==> config.mk <==
export PLATFORM = sky130hd
export DESIGN_NAME = seq_key_unlock
export DESIGN_NICKNAME = d
export VERILOG_FILES = /design/src/rtl/seq_key_pkg.sv /design/src/rtl/seq_key_lfsr.sv /design/src/rtl/seq_key_unlock.sv
export SDC_FILE = /design/constraint.sdc
export NUM_CORES = 1
export LEC_CHECK = 0
export ABC_AREA = 1
export BUFFER_PORTS_ARGS = -buffer_cell sky130_fd_sc_hd__buf_4
export CAP_MARGIN = 20
export CORE_ASPECT_RATIO = 0.7
export CORE_UTILIZATION = 35
export CTS_CLUSTER_DIAMETER = 30
export DETAILED_ROUTE_END_ITERATION = 6
export SLEW_MARGIN = 20
export SYNTH_ARGS = -nofsm -noshare
export SYNTH_HDL_FRONTEND = slang
export SYNTH_HIERARCHICAL = 1
export SYNTH_SLANG_ARGS = --single-unit
==> constraint.sdc <==
create_clock -name clk -period 1.2 [get_ports clk]
set_input_delay 0.18 -clock clk [delete_from_list [all_inputs] [get_ports clk]]
set_output_delay 0.18 -clock clk [all_outputs]
set_load 0.02 [all_outputs]
==> src/rtl/seq_key_pkg.sv <==
// Shared types and helpers for the address-sequence key detector:
// FSM state encoding, Galois LFSR tap masks and key nibble extraction.
package seq_key_pkg;

    typedef enum logic [1:0] {
        S_HUNT  = 2'd0,
        S_MATCH = 2'd1,
        S_OPEN  = 2'd2
    } state_t;

    // Widest packed key the extraction helper accepts (16 nibbles x 16 bits).
    localparam int KEY_BUS_W = 256;

    // Toggle masks for a right-shifting Galois LFSR, maximal length for 4..16 bits.
    function automatic logic [15:0] lfsr_taps(input int width);
        logic [15:0] taps;
        case (width)
            4:       taps = 16'h000C;
            5:       taps = 16'h0014;
            6:       taps = 16'h0030;
            7:       taps = 16'h0060;
            8:       taps = 16'h00B8;
            9:       taps = 16'h0110;
            10:      taps = 16'h0240;
            11:      taps = 16'h0500;
            12:      taps = 16'h0E08;
            13:      taps = 16'h1C80;
            14:      taps = 16'h3802;
            15:      taps = 16'h6000;
            16:      taps = 16'hB400;
            default: taps = 16'h0000;
        endcase
        return taps;
    endfunction

    function automatic logic [15:0] key_nib(input logic [KEY_BUS_W-1:0] key,
                                            input int i, input int nib_w);
        logic [KEY_BUS_W-1:0] shifted;
        shifted = key >> (i * nib_w);
        return shifted[15:0] & 16'((32'd1 << nib_w) - 32'd1);
    endfunction

endpackage

==> src/rtl/seq_key_lfsr.sv <==
// Width-parametrised Galois LFSR with synchronous load of a fixed seed and
// single-step advance.
module seq_key_lfsr
    import seq_key_pkg::*;
#(
    parameter int             W        = 6,
    parameter logic [W-1:0]   SEED_VAL = 1
) (
    input  logic         clk,
    input  logic         rst,
    input  logic         load,
    input  logic         step,
    output logic [W-1:0] value
);

    localparam logic [W-1:0] TAPS = W'(lfsr_taps(W));

    always_ff @(posedge clk) begin
        if (rst || load) begin
            value <= SEED_VAL;
        end else if (step) begin
            value <= (value >> 1) ^ (value[0] ? TAPS : '0);
        end
    end

endmodule

==> src/rtl/seq_key_unlock.sv <==
// Address-sequence key detector: unlocks after a programmed nibble sequence and
// serves LFSR response words. Define SEQ_KEY_TIMEOUT_EN to relock after TIMEOUT_READS reads.
module seq_key_unlock
    import seq_key_pkg::*;
#(
    parameter int                        KEY_LEN       = 6,
    parameter int                        NIB_W         = 4,
    parameter logic [KEY_LEN*NIB_W-1:0]  KEY           = '0,
    parameter logic [NIB_W-1:0]          LOCK_NIB      = 4'hF,
    parameter int                        RESP_W        = 2,
    parameter int                        LFSR_W        = 6,
    parameter logic [LFSR_W-1:0]         SEED          = 6'h2D,
    parameter int                        TIMEOUT_READS = 64
) (
    input  logic                         clk,
    input  logic                         rst,
    input  logic                         sel_n,
    input  logic                         win,
    input  logic                         rd,
    input  logic                         strobe,
    input  logic [NIB_W-1:0]             nib,
    output logic [RESP_W-1:0]            resp,
    output logic                         resp_oe,
    output logic                         unlocked,
    output logic [$clog2(KEY_LEN+1)-1:0] seq_idx
);

    localparam int IW        = $clog2(KEY_LEN + 1);
    localparam int KEY_SLOTS = 1 << IW;

    if (KEY_LEN < 2)           begin : g_bad_len   $error("KEY_LEN must be at least 2");      end
    if (SEED == '0)            begin : g_bad_seed  $error("SEED must be nonzero");            end
    if (RESP_W > LFSR_W)       begin : g_bad_resp  $error("RESP_W must not exceed LFSR_W");   end
    if (LFSR_W < 4 || LFSR_W > 16) begin : g_bad_lfsr $error("LFSR_W must be 4..16");        end
    if (LOCK_NIB == KEY[NIB_W-1:0]) begin : g_bad_lock $error("LOCK_NIB collides with KEY[0]"); end
    if (TIMEOUT_READS < 1)     begin : g_bad_to    $error("TIMEOUT_READS must be positive");  end

    // Padded to a power of two so any idx value indexes a defined slot.
    logic [NIB_W-1:0] key_arr [KEY_SLOTS];
    for (genvar gi = 0; gi < KEY_SLOTS; gi++) begin : g_key
        if (gi < KEY_LEN) begin : g_used
            assign key_arr[gi] = NIB_W'(key_nib(KEY_BUS_W'(KEY), gi, NIB_W));
        end else begin : g_pad
            assign key_arr[gi] = '0;
        end
    end

    state_t            state_reg;
    logic [IW-1:0]     idx_reg;
    logic [LFSR_W-1:0] lfsr_val;
    logic              lfsr_unused;
    logic              qrd, qwr;
    logic              key_hit, last_hit, restart_hit;
    logic              lfsr_load, lfsr_step, timeout_hit, relock;

    assign qrd = strobe & ~sel_n & win & rd;
    assign qwr = strobe & ~sel_n & win & ~rd;

    assign key_hit     = (nib == key_arr[idx_reg]);
    assign last_hit    = key_hit && (idx_reg == IW'(KEY_LEN - 1));
    assign restart_hit = (nib == key_arr[0]);

    assign lfsr_load = qrd && (state_reg != S_OPEN) && last_hit;
    assign lfsr_step = qrd && (state_reg == S_OPEN);

`ifdef SEQ_KEY_TIMEOUT_EN
    localparam int CW = $clog2(TIMEOUT_READS + 1);
    logic [CW-1:0] to_cnt_reg;

    always_ff @(posedge clk) begin
        if (rst || lfsr_load) begin
            to_cnt_reg <= '0;
        end else if (lfsr_step) begin
            to_cnt_reg <= to_cnt_reg + 1'b1;
        end
    end

    assign timeout_hit = (to_cnt_reg == CW'(TIMEOUT_READS - 1));
`else
    assign timeout_hit = 1'b0;
`endif

    // Lock nibble and timeout on the same read collapse into one relock.
    assign relock = lfsr_step && ((nib == LOCK_NIB) || timeout_hit);

    always_ff @(posedge clk) begin
        if (rst) begin
            state_reg <= S_HUNT;
            idx_reg   <= '0;
        end else if (qwr) begin
            state_reg <= S_HUNT;
            idx_reg   <= '0;
        end else if (qrd) begin
            case (state_reg)
                S_OPEN: begin
                    if (relock) begin
                        state_reg <= S_HUNT;
                    end
                end
                default: begin
                    if (last_hit) begin
                        state_reg <= S_OPEN;
                        idx_reg   <= '0;
                    end else if (key_hit) begin
                        state_reg <= S_MATCH;
                        idx_reg   <= idx_reg + 1'b1;
                    end else if (restart_hit) begin
                        state_reg <= S_MATCH;
                        idx_reg   <= IW'(1);
                    end else begin
                        state_reg <= S_HUNT;
                        idx_reg   <= '0;
                    end
                end
            endcase
        end
    end

    seq_key_lfsr #(
        .W        (LFSR_W),
        .SEED_VAL (SEED)
    ) u_lfsr (
        .clk   (clk),
        .rst   (rst),
        .load  (lfsr_load),
        .step  (lfsr_step),
        .value (lfsr_val)
    );

    assign lfsr_unused = ^lfsr_val;
    assign unlocked    = (state_reg == S_OPEN);
    assign seq_idx     = idx_reg;
    assign resp_oe     = lfsr_step;
    assign resp        = resp_oe ? lfsr_val[RESP_W-1:0] : '0;

endmodule

# Yosys cells after proc, flatten, opt, wreduce, memory -nomap -nowiden
# Memory sizes are Yosys's and may differ from the RTL's.
# Index checks and enable logic that the tools add are counted.
[totals]
reg_bits = 11
romBits = 32
output_inout_bits = 7
wordCells = 43
mem_count = 1
[memory_table]
columns = ["name", "words", "word_bits", "read_ports", "rd_ports_with_merged_regs", "write_ports", "line", "source"]
rows = [
  ["(no name shown)", 8, 4, 1, 0, 0, "seq_key_unlock.sv:59", "assign key_hit = (nib == key_arr[idx_reg]);"],
]
[op_classes]
add_sub_neg = 1
n_lt_le_gt_ge = 1
eq_ne = 6
n_mux = 12
n_bitwise = 9
reduce_logical = 10
[op_table]
columns = ["cell", "count"]
rows = [
  ["2-bit 2-to-1 mux", 4],
  ["4-bit 2-to-1 mux", 2],
  ["3-bit 2-to-1 mux", 2],
  ["6-bit 2-to-1 mux", 1],
  ["5-bit by 6-bit bitwise XOR with 6-bit output", 1],
  ["1-bit logical AND", 5],
  ["1-bit bitwise AND", 4],
  ["4-bit == test", 1],
  ["4-bit == test (second input constant)", 1],
  ["4-bit greater-or-equal comparator (second input constant)", 1],
  ["4-bit logical NOT", 1],
  ["3-bit inverter with 4-bit output", 1],
  ["2-bit AND reduction", 2],
  ["3-bit by 1-bit adder with 3-bit output (second input constant)", 1],
  ["3-bit == test (second input constant)", 1],
  ["1-bit 2-to-1 mux", 3],
  ["1-bit inverter", 3],
  ["2-bit == test (second input constant)", 1],
  ["2-bit by 1-bit inequality test with 1-bit output (second input constant)", 1],
  ["2-bit inequality test (second input constant)", 1],
  ["2-bit OR reduction", 1],
  ["1-bit logical OR", 1],
]

# Longest topological paths before layout
# Gate-level depths: netlist of run 1.
[logic_depth]
word_depth = 8
mapped_depth = 11

# Cells and area by module
# Netlist of run 1, hierarchy kept.
[modules_own_cells]
columns = ["module", "instances", "cells_each", "area_per_inst_um2"]
rows = [
  ["seq_key_unlock", 1, 62, 399.1],
  ["seq_key_lfsr", 1, 32, 250.2],
]

# Worst setup path before layout of run 1
# Ideal clock, no wire load.
[synth_path]
path_type = "register to register"
start = "reg idx_reg[1] (netlist: seq_idx[1])"
end = "reg u_lfsr.value[4]"
setup_ns = 0.056
arrival_time_ns = 1.332
required_ns = 1.144
slack_ns = -0.188
stages_incl_launch_ff = 12
path_buffers = 0
synth_period_minus_slack_ns = 1.388
path_cell_list = "dfxtp_1 > inv_1 > ha_1 > nand2_1 > clkinv_1 > nand3_1 > nor2_4 > nor2_4 > inv_2 > nor2_2 > nand2_1 > inv_1"
[synth_between]
elab_chain_cells = 8
word_cells_on_any_way = 9
cone_classes = "eq/ne (2); mux (2); bitwise (1); reduce/logical (3); memory (1)"
[synth_lines]
columns = ["element", "line", "source"]
rows = [
  ["start: declaration", "seq_key_unlock.sv:49", "logic [IW-1:0] idx_reg;"],
  ["start signal: assignment", "seq_key_unlock.sv:106", "idx_reg <= idx_reg + 1'b1;"],
  ["3-bit inverter with 4-bit output (not written as such)", "seq_key_unlock.sv:59", ""],
  ["memory 8 x 4 bit", "-", ""],
  ["4-bit 2-to-1 mux (not written as such) (2 in a row)", "seq_key_unlock.sv:59", ""],
  ["4-bit == test", "seq_key_unlock.sv:59", ""],
  ["1-bit logical AND *", "seq_key_unlock.sv:60", "assign last_hit = key_hit && (idx_reg == IW'(KEY_LEN - 1));"],
  ["1-bit logical AND *", "seq_key_unlock.sv:63", "assign lfsr_load = qrd && (state_reg != S_OPEN) && last_hit;"],
  ["via lfsr_load", "seq_key_unlock.sv:54", "logic lfsr_load, lfsr_step, timeout_hit, relock;"],
  ["1-bit logical OR *", "seq_key_lfsr.sv:19", "if (rst || load) begin"],
  ["end signal: assignment", "seq_key_lfsr.sv:22", "value <= (value >> 1) ^ (value[0] ? TAPS : '0);"],
  ["end: declaration", "seq_key_lfsr.sv:13", "output logic [W-1:0] value"],
]
# Mark *: on every way through the listed nets, which the timed path passes. The rest lies on a longest branch. The select of a mux whose other input is x is not followed.
# A chain may end at the register's enable or synchronous reset.

# Worst setup path in the final report of run 1
[layout_path]
start = "reg state_reg[0]"
end = "out resp[0]"
[layout_between]
elab_chain_cells = 3
[layout_lines]
columns = ["element", "line", "source"]
rows = [
  ["start: declaration", "seq_key_unlock.sv:48", "state_t state_reg;"],
  ["start signal: assignment", "seq_key_unlock.sv:88", "state_reg <= S_HUNT;"],
  ["start signal: assignment", "seq_key_unlock.sv:91", "state_reg <= S_HUNT;"],
  ["start signal: assignment", "seq_key_unlock.sv:97", "state_reg <= S_HUNT;"],
  ["2-bit == test", "seq_key_unlock.sv:64", "assign lfsr_step = qrd && (state_reg == S_OPEN);"],
  ["1-bit logical AND", "seq_key_unlock.sv:64", ""],
  ["2-bit 2-to-1 mux", "seq_key_unlock.sv:134", "assign resp = resp_oe ? lfsr_val[RESP_W-1:0] : '0;"],
  ["end: declaration", "seq_key_unlock.sv:22", "output logic [RESP_W-1:0] resp,"],
]
# Every way passes these cells.

==> metrics.txt, run 1 <==
Post-synth EDFFs=0; initial antenna violation count=0; Layout area overhead=49.13%; Total Nets Final=about 130; htree depth=1; Seq/Total Area, Yosys=0.3391; status=finished, violations left; I/O Pins=17; Least-Margin Pin Slew=0.3214 ns; Synth top cells by count=nand2_1 (26), inv_1 (13), dfxtp_1 (11); fin worst setup slack=-0.02895 ns; most frequent cell after synthesis=nand2_1; synthesized area=between 600 and 700 sq um; clk sinks=11; count of input and output buffers=16; Largest register FFs=6; TritonCTS Buffers=3; Worst Path Arrival=about 1.1 ns; FP Rows=12; core area=0.001667 sq mm; P per Cell Area=approximately 710 mW/mm^2; DR WL/cell=~11 um; Critical Path RT=1.02 ns; Crit Path Class=register to output port; Yosys reg bits=11; Max Cap Viol=0; clock latency at the later pin of the worst-skew pair=0.26 ns; ys flop type=dfxtp_1; number of global-route vias before repair=~570; RSZ-0062 raised after global routing=yes; drt drc=0; failing checks=setup timing; relative slew slack=0.7849; chip height=about 38 um; Initial Utilization=0.3896; first-pass GRT wire length=between 2000 and 2500 um; worst setup path start=state_reg[0]; VDD IR max=around 0.56 mV; R2R Path End=u_lfsr/value[4]; clock tree root buffer cell=clkbuf_4; Initial DRT Pass Iterations=4; Pleak=about 0.46 nW; final hold viol count=0; GRT Total Usage=0.1701; Synth cell types=19; FF-to-FF setup slack=0 ns; critical path launch point type=register; Post-Synthesis Net Count=between 100 and 150; Final ANT Viol Nets=0; area of the die=0.002035 sq mm; asr flop ratio synth=0; crit end category=output port; Reg clk slew, reported paths=0.07 ns; gpl congestion=0.7680; Final Setup Violations=3; final design utilization=0.5811; largest net degree at the start of global routing=11; GR Overflow Total=0; FF-to-FF Start=seq_idx[1]; hold_buf cts=0; worst hold path startpoint=rst; Fillers=around 160; ratio of cells with drive above 1 in the final layout=0.4500; Synthesis Warnings=6; crit-path max FO=3; worst hold stages=3; Min-Delay Endpoint=u_lfsr/value[3]; Via Count=between 600 and 700; Setup TNS=-0.05524 ns; Detailed Place HPWL=roughly 1100 um; ANT cells=0; clk_skew=roughly 0.0013 ns; drt first-iter violations=11; Die Wd=approximately 53 um; clk buf depth=2; post-layout min period=1.229 ns; Worst R2R Path Depth=11; top cell type's share of synthesized area=0.3391; Slew Limit Fails=0; WL final=approximately 1500 um; Synth Instances=between 90 and 100; cell taking the most area after synthesis=dfxtp_1; synthesized area per cell=~7 sq um; CTS tree=built; Hold Path Class=input pin to register; period utilisation layout=1.024; Fmax=a little over 800 MHz; Vias/cell=4.716; Area contributors post-synth=dfxtp_1 (34%), nand2_1 (15%), inv_1 (7.5%)
[cell type report]
| type | instances | area, sq um | area share |
|---|---|---|---|
| clock buffers | 4 | 26.28 | 0.02713 |
| multi-input cells | 63 | 415.4 | 0.4289 |
| flip-flops and latches | 11 | 230.2 | 0.2377 |
| inverters | 19 | 78.83 | 0.08140 |
| repair buffers | 23 | 191.4 | 0.1977 |
| well taps | 21 | 26.28 | 0.02713 |
[stage by stage]
stage | hold WS [ns] | setup slack [ns] | total power, W | instance area, sq um | cells
6_report | 0.1854 | -0.02895 | 0.0006915 | 968.4 | 141
5_1_grt | 0.1778 | -0.09584 | 0.0007318 | 968.4 | 141
4_1_cts | 0.1676 | -0.06053 | 0.0007016 | 908.4 | 140
3_5_place_dp | 0.4522 | -0.03723 | 0.0004466 | 825.8 | 133
3_3_place_gp | 0.4558 | 0.01421 | 0.0004457 | 825.8 | 133
2_1_floorplan | 0.3018 | 0.004913 | 0.0004055 | 668.1 | 94
[worst max-delay path, stage by stage, from the launching register on]
cell and delay, ns:
dfxtp_2 0.33, inv_2 0.06, nand2_4 0.05, inv_4 0.08
nand2_8 0.07, nor2_4 0.09, buf_6 0.12
[how the worst max path moves through the flow]
| stage | endpoint | slack (ns) |
|---|---|---|
| finish | resp[0] | -0.03 |
| global placement | resp_oe | 0.01 |
| floorplan | u_lfsr/value[4] | 0.005 |
| CTS | resp[1] | -0.06 |
| global route | u_lfsr/value[4] | -0.1 |
| detailed placement | u_lfsr/value[4] | -0.04 |
[report_power, final]
group	leakage, nW	internal, W	switching [W]
clock network	0.0150	0.000129	0.000119
logic	0.355	0.0000358	0.0000443
registers	0.0914	0.000362	0.00000129
[metal layers]
metal / GRT usage / vias to the layer above / share of wire
met2: 0.2750 / 13 / 0.45
met5: 0 / - / 0
met1: 0.2085 / 301 / 0.50
met3: 0.07143 / 2 / 0.048
met4: 0.03947 / 0 / 0.0052
li1: - / 349 / -
[cell families after synthesis]
| family | synth area share |
|---|---|
| flops | 0.3391 |
| fa+ha+maj | 0.03853 |
| buf+inv | 0.1272 |
| compound gates | 0.06743 |
| simple gates | 0.4278 |
[what timing repair did]
item,in CTS,in global routing
endpoints found under the setup margin,5,11
resized for setup,10,12
setup buffers,3,1
pin swaps,6,6
[cells in the final DEF, fill, tap and decap left out, types with 3 or more instances in the layout]
master / n
nand4_1: 4
nand3_1: 5
dfxtp_1: 7
nor2_2: 3
nand2_1: 24
inv_1: 11
nor2_1: 6
clkbuf_4: 3
inv_4: 3
inv_2: 5
buf_4: 18
nor2_4: 6
buf_6: 5
No activity file was read; power rests on OpenSTA's default activity.
==> run 2: changes to the inputs <==
GPL_ROUTABILITY_DRIVEN = 0   (was default)
clock period = 1.4 ns   (was 1.2 ns; I/O delays follow)
==> run 2 against run 1 <==
- critical path type unchanged
- the run now ends clean
- non-clock buffer count down 5
- flip-flop and latch count unchanged
- critical endpoint is now resp[1]
- clock skew up 0.0010 ns
- power down 14%
- clock power down 14%
- sequential share of layout area up 2.4 points
- hold slack better by 0.028 ns
- global-route usage up 1.5 points
- final cell count down 3.5%
- highest routed layer is now met3
- sequential power down 13%
- via count down 4.8%
==> metrics.txt, run 2 (same netlist as run 1, synthesis figures left out) <==
status=complete, no violations; Fmax=approximately 750 MHz; first-pass GRT wire length=between 2000 and 3000 um; WL final=approximately 1500 um; Initial DRT Pass Iterations=4; Reg clk slew, reported paths=0.07 ns; Initial Utilization=0.3896; drt drc=0; crit-path max FO=6; Total Nets Final=approximately 130; dpl cell area=between 800 and 900 sq um; critical path launch point type=register; TritonCTS Buffers=3; Setup TNS=0 ns; Worst Path Arrival=approximately 1.1 ns; CTS tree=built; RSZ-0062 raised after global routing=no; Critical Path RT=around 1.2 ns; Comb pwr share=0.106; ANT cells=0; area of the die=approximately 0.002 sq mm; crit end category=output port; clk_skew=between 0.002 and 0.0025 ns; Least-Margin Pin Slew=0.2551 ns; FP Rows=12; clock latency at the later pin of the worst-skew pair=around 0.26 ns; number of global-route vias before repair=roughly 590; GRT Total Usage=0.1848; most common cell after layout, fill and taps aside=nand2_1; most frequent cells in the layout=nand2_1 (25), buf_4 (17), inv_1 (12), nor2_1 (8), dfxtp_1 (8); Clock power frac=0.361; core area=0.001667 sq mm; DR WL/cell=roughly 11 um; clk buf depth=2; count of input and output buffers=16; Via Count=approximately 630; final hold viol count=0; Final ANT Viol Nets=0; Slew Limit Fails=0; Max Cap Viol=0; htree depth=1; largest net degree at the start of global routing=11; hold_buf cts=0; period utilisation layout=0.9573; Layout area overhead=31.98%; P per Cell Area=689.9 mW/mm^2; Post-Layout Inst Area=around 860 sq um; I/O Pins=17; Detailed Place HPWL=1186 um; chip height=around 38 um; clock tree root buffer cell=clkbuf_4; setup bufs post-CTS=0; Vias/cell=4.654; Pleak=about 0.42 nW; Int Power=between 0.0004 and 0.0005 W; switching power=0.0001396 W; drt first-iter violations=14; Hold Path Class=input pin to register; Largest register FFs=6; initial antenna violation count=0; relative slew slack=0.8293; GR Overflow Total=0; sw frac=0.2361; ratio of cells with drive above 1 in the final layout=0.3739; power share of the sequential group=0.533; VDD IR max=approximately 0.53 mV; Die Wd=approximately 53 um; clk sinks=11; post-layout min period=1.340 ns; Final Setup Violations=0; Crit Path Class=register to output port
## run 2: cell types whose count changed in the layout (fill, tap and decap cells not counted), moves of 2 or more
cell     delta
inv_4       -2
nor2_4      -2
buf_6       -5
dfxtp_4     -2
nor2_1      +2
## run 2: path summary, 6_finish.rpt
check | end | from | depth (start not counted) | slack, ns
min | u_lfsr/value[3] | rst | 3 | 0.21
max reg2reg | u_lfsr/value[4] | seq_idx[1] | 11 | 0.16
min reg2reg | u_lfsr/value[3] | u_lfsr/value[3] | 2 | 0.47
max | resp[1] | state_reg[0] | 6 | 0.06
## run 2: final cells by class
type / count / area [sq um]
clock buffers: 4 / 26.28
multi-input cells: 63 / 359.1
fillers: 170 / 809.5
flip-flops and latches: 11 / 224.0
well taps: 21 / 26.28
repair buffers: 18 / 147.6
inverters: 19 / 73.82
## run 2: metal layers
metal	vias to the layer above	part of all wire	GRT usage
li1	330	-	-
met1	289	0.51	0.2651
met2	14	0.43	0.2625
met3	0	0.053	0.07540
met4	0	0	0.01974
met5	-	0	0
## run 2: power by group through the flow
| stage | clock network (W) | logic (W) | registers [W] |
|---|---|---|---|
| final | 0.000214 | 0.0000628 | 0.000315 |
| after global routing | 0.000234 | 0.0000690 | 0.000315 |
| after CTS | 0.000218 | 0.0000617 | 0.000315 |
| after detailed placement | 0 | 0.0000614 | 0.000322 |
| after global placement | 0 | 0.0000600 | 0.000322 |
| after floorplan | 0 | 0.0000266 | 0.000323 |
## run 2: through the flow
| stage | util | total power [W] | worst slack, ns | instances | hold slack (ns) |
|---|---|---|---|---|---|
| after detailed placement | 0.4872 | 0.0003836 | 0.05719 | 132 | 0.4526 |
| after CTS | 0.5060 | 0.0005944 | 0.002686 | 136 | 0.2054 |
| after floorplan | - | 0.0003496 | 0.01188 | 94 | 0.3249 |
| after global placement | 0.4872 | 0.0003819 | 0.1419 | 132 | 0.4508 |
| after global routing | 0.5143 | 0.0006180 | 0.006246 | 136 | 0.2109 |
| final | 0.5143 | 0.0005913 | 0.05973 | 136 | 0.2138 |
## run 2: worst max-delay path: stages, from the launching register on
cell	delay, ns
dfxtp_2	0.32
inv_2	0.06
nand2_4	0.09
inv_4	0.08
nand2_2	0.07
nor2_1	0.10
buf_4	0.15
## run 2: timing repair
action | 4_1_cts | 5_1_grt
gates resized for setup | 2 | 7
setup endpoints to repair | 2 | 4
pin swaps | 0 | 1
==> run 3: changes to the inputs <==
CORE_ASPECT_RATIO = default   (was 0.7)
CORE_UTILIZATION = 49   (was 35)
PLACE_DENSITY = 0.75   (was default)
clock period = 1.5 ns   (was 1.4 ns; I/O delays follow)
==> run 3 against run 2 <==
- design area decreased by 5.4%
- worst setup slack improved by 0.043 ns
- global-route usage increased by 2.7 points
- final cell count decreased by 5.9%
- largest power group unchanged
- combinational power decreased by 10%
- critical endpoint is now resp_oe
- clock skew increased by 0.0041 ns
- power decreased by 8.2%
- core utilization increased by 18 points
- critical path depth unchanged
- sequential power decreased by 6.7%
- sequential share of layout area increased by 1.2 points
- register-to-register slack improved by 0.04 ns
==> metrics.txt, run 3 (same netlist as run 1, synthesis figures left out) <==
GRT Total Usage=0.2121; Die Wd=between 30 and 40 um; RSZ-0062 raised after global routing=no; WL final=approximately 1200 um; switching power=roughly 0.00012 W; Final Setup Violations=0; crit-path max FO=6; Int Power=approximately 0.00042 W; first-pass GRT wire length=roughly 2100 um; Worst Path Arrival=between 1 and 1.5 ns; Layout area overhead=24.86%; largest net degree at the start of global routing=11; Fillers=roughly 110; most frequent cells in the layout=nand2_1 (26), buf_4 (17), inv_1 (13), dfxtp_1 (10), nor2_1 (8); Comb pwr share=0.104; clk_skew=approximately 0.0064 ns; Clock power frac=0.355; Initial Utilization=0.5545; Post-Layout Inst Area=a little over 800 sq um; Least-Margin Pin Slew=0.1981 ns; Pleak=roughly 0.4 nW; crit end category=output port; Crit Path Class=register to output port; period utilisation layout=0.9314; critical path launch point type=register; Setup TNS=0 ns; drt first-iter violations=20; Total Nets Final=around 130; VDD IR max=around 0.55 mV; power share of the sequential group=0.542; FP Rows=12; htree depth=1; Reg clk slew, reported paths=roughly 0.070 ns; ratio of cells with drive above 1 in the final layout=0.3158; Final ANT Viol Nets=0; Via Count=roughly 600; Critical Path RT=around 1.3 ns; final design utilization=0.6923; area of the die=roughly 0.0015 sq mm; Vias/cell=between 4 and 5; Max Cap Viol=0; TritonCTS Buffers=3; sw frac=0.2247; P per Cell Area=~670 mW/mm^2; setup bufs post-CTS=0; core area=around 0.0012 sq mm; Initial DRT Pass Iterations=4; most common cell after layout, fill and taps aside=nand2_1; ANT cells=0; clk sinks=11; drt drc=0; CTS tree=built; number of global-route vias before repair=553; initial antenna violation count=0; dpl cell area=783.3 sq um; DR WL/cell=approximately 9.7 um; Slew Limit Fails=0; count of input and output buffers=16; Hold Path Class=input pin to register; chip height=about 38 um; Fmax=roughly 720 MHz; clk buf depth=2; Largest register FFs=6; hold_buf cts=0; relative slew slack=0.8675; Detailed Place HPWL=1016 um; post-layout min period=1.397 ns; final hold viol count=0; status=complete, no violations; GR Overflow Total=0; I/O Pins=17; clock latency at the later pin of the worst-skew pair=between 0.2 and 0.3 ns; clock tree root buffer cell=clkbuf_4
run 3: cell types whose count changed in the layout (fill, tap and decap cells not counted), sizes merged:
cell,previous run,this run
buf,18,17
clkinv,0,1
inv,19,18
run 3: per-stage QoR:
step	worst slack (ns)	hold WS, ns	std cells	total power (W)
after floorplan	0.1119	0.3399	94	0.0003263
after global placement	0.2023	0.4474	124	0.0003554
after detailed placement	0.1497	0.4508	124	0.0003569
after CTS	0.09009	0.2130	128	0.0005547
after global routing	0.03139	0.2175	128	0.0005706
final	0.1029	0.2221	128	0.0005427
run 3: what timing repair did:
item | CTS | global route
hold endpoints to repair | 0 | 0
resized for setup | 0 | 1
endpoints found under the setup margin | 0 | 1
run 3: worst paths after layout:
check	from	slack (ns)	to	cells after the start
worst min register to register	u_lfsr/value[2]	0.46	u_lfsr/value[1]	2
worst max-delay path	state_reg[0]	0.10	resp_oe	6
worst min-delay path	rst	0.22	u_lfsr/value[2]	3
worst max register to register	seq_idx[1]	0.20	u_lfsr/value[4]	11
run 3: cell type report:
cell class | instances | area (sq um) | share of cell area
clock buffer | 4 | 26.28 | 0.03241
sequential | 11 | 221.5 | 0.2731
timing repair buffer | 17 | 127.6 | 0.1574
inverter | 19 | 71.32 | 0.08796
tap | 14 | 17.52 | 0.02160
multi-input combinational | 63 | 346.6 | 0.4275
run 3: power by group through the flow:
stage | Combinational (W) | Sequential (W) | Clock, W
finish | 0.0000563 | 0.000294 | 0.000192
global route | 0.0000625 | 0.000294 | 0.000214
CTS | 0.0000564 | 0.000294 | 0.000204
detailed placement | 0.0000563 | 0.000301 | 0
global placement | 0.0000547 | 0.000301 | 0
floorplan | 0.0000248 | 0.000301 | 0
run 3: routing by layer:
layer | track usage | vias up | routed length, um
met3 | 0.08721 | 0 | 61
met1 | 0.2562 | 259 | 631
li1 | - | 332 | -
met2 | 0.3475 | 13 | 547
met5 | 0 | - | 0
met4 | 0.05172 | 0 | 0
run 3: critical path, cell delays in order (launching register included):
cell	delay, ns
dfxtp_1	0.35
inv_2	0.04
nand2_2	0.14
inv_2	0.06
nand2_1	0.10
inv_1	0.06
buf_4	0.15
